[src/rtl/seq_pkg.sv]
// Shared types and constants for the program run sequencer.
package seq_pkg;

    localparam int PC_W = 10;

    typedef enum logic [2:0] {
        S_IDLE  = 3'd0,
        S_ARMED = 3'd1,
        S_LOAD  = 3'd2,
        S_RUN   = 3'd3,
        S_DONE  = 3'd4
    } seq_state_t;

    // Entry address of each program, indexed by program number.
    localparam logic [PC_W-1:0] PROG_BASE [4] = '{10'd0, 10'd256, 10'd512, 10'd768};

endpackage

[src/rtl/prog_sequencer_if.sv]
// Bench/fetch-side signal bundle of the program sequencer.
interface prog_sequencer_if
    import seq_pkg::*;
#(
    parameter int CNT_W = 16
);
    logic             Req;
    logic             Halt;
    logic             FetchLoad;
    logic             FetchHold;
    logic [PC_W-1:0]  StartAddr;
    logic [1:0]       ProgNum;
    logic             Done;
    logic [CNT_W-1:0] CycleCount;

    modport master (
        output Req, Halt,
        input  FetchLoad, FetchHold, StartAddr, ProgNum, Done, CycleCount
    );

    modport slave (
        input  Req, Halt,
        output FetchLoad, FetchHold, StartAddr, ProgNum, Done, CycleCount
    );
endinterface

[src/rtl/prog_sequencer_sat_counter.sv]
// Saturating up-counter with synchronous clear; clear wins over increment.
module sat_counter #(
    parameter int W = 16
) (
    input  logic         Clk,
    input  logic         Reset,
    input  logic         clr,
    input  logic         inc,
    output logic [W-1:0] cnt
);
    logic [W-1:0] cnt_q;
    logic [W-1:0] cnt_d;

    // Next count: clear, or increment unless already at all-ones.
    always_comb begin
        cnt_d = cnt_q;
        if (clr) begin
            cnt_d = '0;
        end else if (inc && (cnt_q != '1)) begin
            cnt_d = cnt_q + W'(1);
        end
    end

    // Count register.
    always_ff @(posedge Clk) begin
        if (Reset) begin
            cnt_q <= '0;
        end else begin
            cnt_q <= cnt_d;
        end
    end

    assign cnt = cnt_q;
endmodule

[src/rtl/prog_sequencer.sv]
// Program run sequencer: arms on Req, launches on Req release, runs until Halt.
//
// state | meaning
// IDLE  | after reset, waiting for the first Req
// ARMED | Req seen, waiting for its release
// LOAD  | one cycle: fetch stage loads StartAddr
// RUN   | program executing, fetch free-running, cycles counted
// DONE  | run finished, count held, waiting for next Req
module prog_sequencer
    import seq_pkg::*;
#(
    parameter int NUM_PROGS = 3,
    parameter int CNT_W     = 16
) (
    input  logic            Clk,
    input  logic            Reset,
    prog_sequencer_if.slave bus
);
    localparam logic [1:0] LAST_PROG = 2'(NUM_PROGS - 1);

    seq_state_t state_q;
    seq_state_t state_d;
    logic [1:0] prog_num_q;
    logic [1:0] prog_num_d;
    logic       fetch_load;
    logic       fetch_hold;
    logic       done;
    logic       cnt_clr;
    logic       cnt_inc;

    // State register.
    always_ff @(posedge Clk) begin
        if (Reset) begin
            state_q <= S_IDLE;
        end else begin
            state_q <= state_d;
        end
    end

    // Next-state logic; Halt only matters in RUN, Req is ignored in LOAD/RUN.
    always_comb begin
        state_d = state_q;
        case (state_q)
            S_IDLE:  if (bus.Req)  state_d = S_ARMED;
            S_ARMED: if (!bus.Req) state_d = S_LOAD;
            S_LOAD:  state_d = S_RUN;
            S_RUN:   if (bus.Halt) state_d = S_DONE;
            S_DONE:  if (bus.Req)  state_d = S_ARMED;
            default: state_d = S_IDLE;
        endcase
    end

    // Moore outputs decoded from the current state.
    always_comb begin
        fetch_load = 1'b0;
        fetch_hold = 1'b1;
        done       = 1'b0;
        case (state_q)
            S_LOAD:  fetch_load = 1'b1;
            S_RUN:   fetch_hold = 1'b0;
            S_DONE:  done       = 1'b1;
            default: ;
        endcase
    end

    // Program index steps only when a new run is armed out of DONE.
    always_comb begin
        prog_num_d = prog_num_q;
        if ((state_q == S_DONE) && bus.Req) begin
            prog_num_d = (prog_num_q == LAST_PROG) ? 2'd0 : prog_num_q + 2'd1;
        end
    end

    // Program index register.
    always_ff @(posedge Clk) begin
        if (Reset) begin
            prog_num_q <= 2'd0;
        end else begin
            prog_num_q <= prog_num_d;
        end
    end

    // Count restarts as LOAD is entered so LOAD itself reads zero.
    assign cnt_clr = (state_q == S_ARMED) && !bus.Req;
    assign cnt_inc = (state_q == S_RUN);

    sat_counter #(.W(CNT_W)) u_cycle_cnt (
        .Clk   (Clk),
        .Reset (Reset),
        .clr   (cnt_clr),
        .inc   (cnt_inc),
        .cnt   (bus.CycleCount)
    );

    assign bus.FetchLoad = fetch_load;
    assign bus.FetchHold = fetch_hold;
    assign bus.Done      = done;
    assign bus.ProgNum   = prog_num_q;
    assign bus.StartAddr = PROG_BASE[prog_num_q];
endmodule

[src/flat_wrapper.sv]
// flat-port wrapper written by rule: the top's interface ports become plain ports
module prog_sequencer_flat import seq_pkg::*;
#(
    parameter int NUM_PROGS = 3,
    parameter int CNT_W     = 16
)
  (Clk, Reset, bus_Req, bus_Halt, bus_FetchLoad, bus_FetchHold, bus_StartAddr, bus_ProgNum, bus_Done, bus_CycleCount);
  prog_sequencer_if #(.CNT_W(CNT_W)) bus_i ();
  input  logic Clk;
  input  logic Reset;
  input wire logic [$bits(bus_i.Req)-1:0] bus_Req;
  input wire logic [$bits(bus_i.Halt)-1:0] bus_Halt;
  output wire logic [$bits(bus_i.FetchLoad)-1:0] bus_FetchLoad;
  output wire logic [$bits(bus_i.FetchHold)-1:0] bus_FetchHold;
  output wire logic [$bits(bus_i.StartAddr)-1:0] bus_StartAddr;
  output wire logic [$bits(bus_i.ProgNum)-1:0] bus_ProgNum;
  output wire logic [$bits(bus_i.Done)-1:0] bus_Done;
  output wire logic [$bits(bus_i.CycleCount)-1:0] bus_CycleCount;
  assign bus_i.Req = bus_Req;
  assign bus_i.Halt = bus_Halt;
  assign bus_FetchLoad = bus_i.FetchLoad;
  assign bus_FetchHold = bus_i.FetchHold;
  assign bus_StartAddr = bus_i.StartAddr;
  assign bus_ProgNum = bus_i.ProgNum;
  assign bus_Done = bus_i.Done;
  assign bus_CycleCount = bus_i.CycleCount;
  prog_sequencer #(.NUM_PROGS(NUM_PROGS), .CNT_W(CNT_W)) u_core (.Clk(Clk), .Reset(Reset), .bus(bus_i));
endmodule
[config.mk]
export PLATFORM = sky130hd
export DESIGN_NAME = prog_sequencer_flat
export DESIGN_NICKNAME = d
export VERILOG_FILES = /design/src/rtl/seq_pkg.sv /design/src/rtl/prog_sequencer_if.sv /design/src/rtl/prog_sequencer_sat_counter.sv /design/src/rtl/prog_sequencer.sv /design/src/flat_wrapper.sv
export SDC_FILE = /design/constraint.sdc
export NUM_CORES = 1
export LEC_CHECK = 0
export ABC_AREA = 1
export ABC_CLOCK_PERIOD_IN_PS = 1400
export CAP_MARGIN = 40
export CORE_ASPECT_RATIO = 0.75
export CORE_MARGIN = 4
export CORE_UTILIZATION = 43
export CTS_BUF_LIST = sky130_fd_sc_hd__clkbuf_8 sky130_fd_sc_hd__clkbuf_16
export DETAILED_ROUTE_END_ITERATION = 10
export GPL_TIMING_DRIVEN = 0
export PLACE_DENSITY = 0.77
export SETUP_SLACK_MARGIN = 0.15
export SLEW_MARGIN = 30
export SYNTH_ARGS = -nofsm -noshare
export SYNTH_HDL_FRONTEND = slang
export SYNTH_SLANG_ARGS = --single-unit
[constraint.sdc]
create_clock -name Clk -period 1.4 [get_ports Clk]
set_input_delay 0.21 -clock Clk [delete_from_list [all_inputs] [get_ports Clk]]
set_output_delay 0.21 -clock Clk [all_outputs]
set_load 0.05 [all_outputs]
==> impl_metrics.tcl <==
set metrics [dict create \
    run_status "finished clean" \
    yosysWarningCount 0 \
    hold_buffers 0 \
    ys_dominant_reg_cell "dfxtp_1" \
    fillers 191 \
    cts_sinks 21 \
    grt.total_usage_pct 19.39 \
    cts_buffers 3 \
    reg2reg_from "u_core.u_cycle_cnt.cnt[7]" \
    drv_cap 0 \
    power_density_nw_per_um2 606.9 \
    yosysUniqueCellTypes 21 \
    synth_top_area_cell "dfxtp_1" \
    row_count 16 \
    hold-worst-slack_ns 0.3162 \
    post_drt_via_cell_ratio 4.964 \
    place.gp.congestion 0.8978 \
    layout_min_cycle_time_ns 1.396 \
    die_h_microns 55.55 \
    worstPathArrival_ns 1.56 \
    stdcell_count 304 \
    synthArstFlopShare_pct 0 \
    antenna_found_initial 0 \
    syn_inst 210 \
    crit_type "reg2reg" \
    synth.avg_cell_area_sq_um 6.173 \
    synthTopCellsByCount "nand2_1 (54), nor2_1 (43), inv_1 (23)" \
    routed_wirelength_microns 4020 \
    hold_viol 0 \
    drc_errors 0 \
    gr-total-overflow 0 \
    power_leakage_nw 0.9048 \
    synth_edf_count 0 \
    synth.area.top_cells "dfxtp_1 (32%), nand2_1 (16%), nor2_1 (12%), inv_1 (6.7%), a21oi_1 (6.6%)" \
    grt_pass1_vias 1374 \
    layout-drive-gt1-share_pct 51.12 \
    yosysSeqAreaShare_pct 32.43 \
    cts_buffer_depth 2 \
    skew_ns 0.004831 \
    crit_start "u_core.u_cycle_cnt.cnt[7]" \
    setup_viol 0 \
    diodes 0 \
    fin_util_pct 79.56 \
    via_count 1509 \
    dp.cells 279 \
    synth.most_common_cell "nand2_1" \
    die_w_microns 71.40 \
    clock-root-buffer "clkbuf_8" \
    wl_per_cell_microns 13.22 \
    fmaxAchievable_mhz 716.2 \
    synthToLayoutAreaGrowth_pct 68.34 \
    drt_iter0_drc 106 \
    r2r_cells 8 \
    initial_core_util_pct 47.26 \
    h-tree-depth 1 \
    port_buffers 26 \
    postRouteAntennaNets 0 \
    io_pins 35 \
    cp-endpoint "u_core.u_cycle_cnt.cnt[15]" \
    final_area_sq_um 2182 \
    rsz0062_at_grt "yes" \
    insertion_delay_ns 0.26 \
    synth_top_area_share_pct 32.43 \
    die-area_sq_um 3966 \
    r2r_slack_ns 0.004 \
    synth_area_sq_um 1296 \
    cp.required_ns 1.57 \
    period_share_pct 99.74 \
    dr.pass1.iters 4 \
    cts_tree "built" \
    start_kind "flop" \
    crit_fanout 5 \
    hp-class "in2reg" \
    layout.nets 274 \
    grt_pass1_wl_microns 6265 \
    detailed_place_hpwl_microns 2506 \
    post_dp_cell_area_sq_um 1827 \
    clk_pin_slew_ns 0.08 \
    grt_max_degree 12 \
    peakVddDrop_v 0.0006719 \
    ys_seq_elements 21 \
    drv_slew 0 \
    end_kind "flop" \
    r2r-end "u_core.u_cycle_cnt.cnt[15]" \
    core_sq_um 2743 \
]
==> repair_timing <==
item                                    4_1_cts  5_1_grt
hold endpoints to repair                      0        0
endpoints found under the setup margin       40       30
pin swaps                                     6       20
gates resized for setup                     105       44
buffers inserted                              7       13
gates cloned                                  0        1
==> cells by family after synthesis <==
| kind of cell | after synthesis | synth area share, % |
|---|---|---|
| DFF | 21 | 32.43 |
| and+or+nand+nor | 131 | 44.30 |
| xor gates and xnor gates | 1 | 0.6758 |
| AOI/OAI and AO/OA | 21 | 8.494 |
| buffers and inverters | 34 | 12.84 |
| adders and majority gates | 1 | 0.9651 |
| other | 1 | 0.2893 |
==> cell type report <==
| class | count | area, sq um | share of cell area (%) |
|---|---|---|---|
| multi-input cells | 163 | 1021 | 46.79 |
| flip-flops and latches | 21 | 491.7 | 22.53 |
| repair buffers | 46 | 402.9 | 18.46 |
| inverters | 23 | 93.84 | 4.300 |
| plain buffers | 11 | 82.58 | 3.784 |
| well taps | 36 | 45.04 | 2.064 |
| clock buffers | 3 | 41.29 | 1.892 |
| clock inverters | 1 | 3.754 | 0.1720 |
==> sequential cells by signal (all words and copies together), names as in the netlist <==
| signal | cells |
|---|---|
| u_core.u_cycle_cnt.cnt | 16 |
| u_core.state_q | 3 |
| u_core.bus.ProgNum | 2 |
==> per-layer routing <==
layer | part of all wire, % | global-route usage, % | routed length [microns] | vias to the layer above
li1 | - | - | - | 778
met1 | 48 | 27.07 | 1912 | 673
met2 | 44 | 29.58 | 1775 | 50
met3 | 6.9 | 4.348 | 278 | 8
met4 | 1.3 | 5.630 | 53 | 0
met5 | 0 | 0 | 0 | -
==> worst max-delay path, cell delays in order, from the launching register on <==
cell     delay, ns
dfxtp_4       0.38
buf_4         0.12
nand2_1       0.07
nor2_2        0.18
nand3_1       0.16
nor2_2        0.20
nand3_2       0.08
nand2_1       0.06
nor2_1        0.04
==> where the power goes <==
| part | total [mW] | switching [mW] | internal (mW) |
|---|---|---|---|
| clock | 0.403 | 0.207 | 0.196 |
| sequential | 0.618 | 0.0364 | 0.581 |
| combinational | 0.304 | 0.188 | 0.115 |
| total | 1.32 | 0.432 | 0.892 |
==> how the worst min path moves through the flow <==
stage | startpoint | depth (start not counted) | to
floorplan | Reset | 1 | u_core.state_q[1]
global placement | u_core.u_cycle_cnt.cnt[15] | 2 | u_core.u_cycle_cnt.cnt[15]
detailed placement | u_core.u_cycle_cnt.cnt[15] | 2 | u_core.u_cycle_cnt.cnt[15]
CTS | u_core.u_cycle_cnt.cnt[15] | 2 | u_core.u_cycle_cnt.cnt[15]
global route | bus_Req | 4 | u_core.state_q[1]
finish | bus_Req | 4 | u_core.state_q[1]
==> placed cells by master (no fill, tap or decap), drive strengths merged, types with 2 or more instances in the layout <==
master	count
buf	43
nand4	5
clkdlybuf4s50	2
nor3	4
nand3	20
inv	24
nand2	56
nor2	45
dfxtp	21
o21ai	2
clkbuf	3
a211oi	2
a21oi	17
clkdlybuf4s15	10
conb	8
==> stage by stage <==
step | setup TNS, ns | total power, mW | setup slack (ns)
after CTS | 0 | 1.289 | 0.06847
after global placement | -3.388 | 0.8580 | -0.2993
after detailed placement | -3.350 | 0.8577 | -0.2928
after global routing | -0.3206 | 1.389 | -0.07002
after floorplan | 0 | 0.8072 | 0.02526
final | 0 | 1.324 | 0.003648
Power figures use the tool's default switching activity.
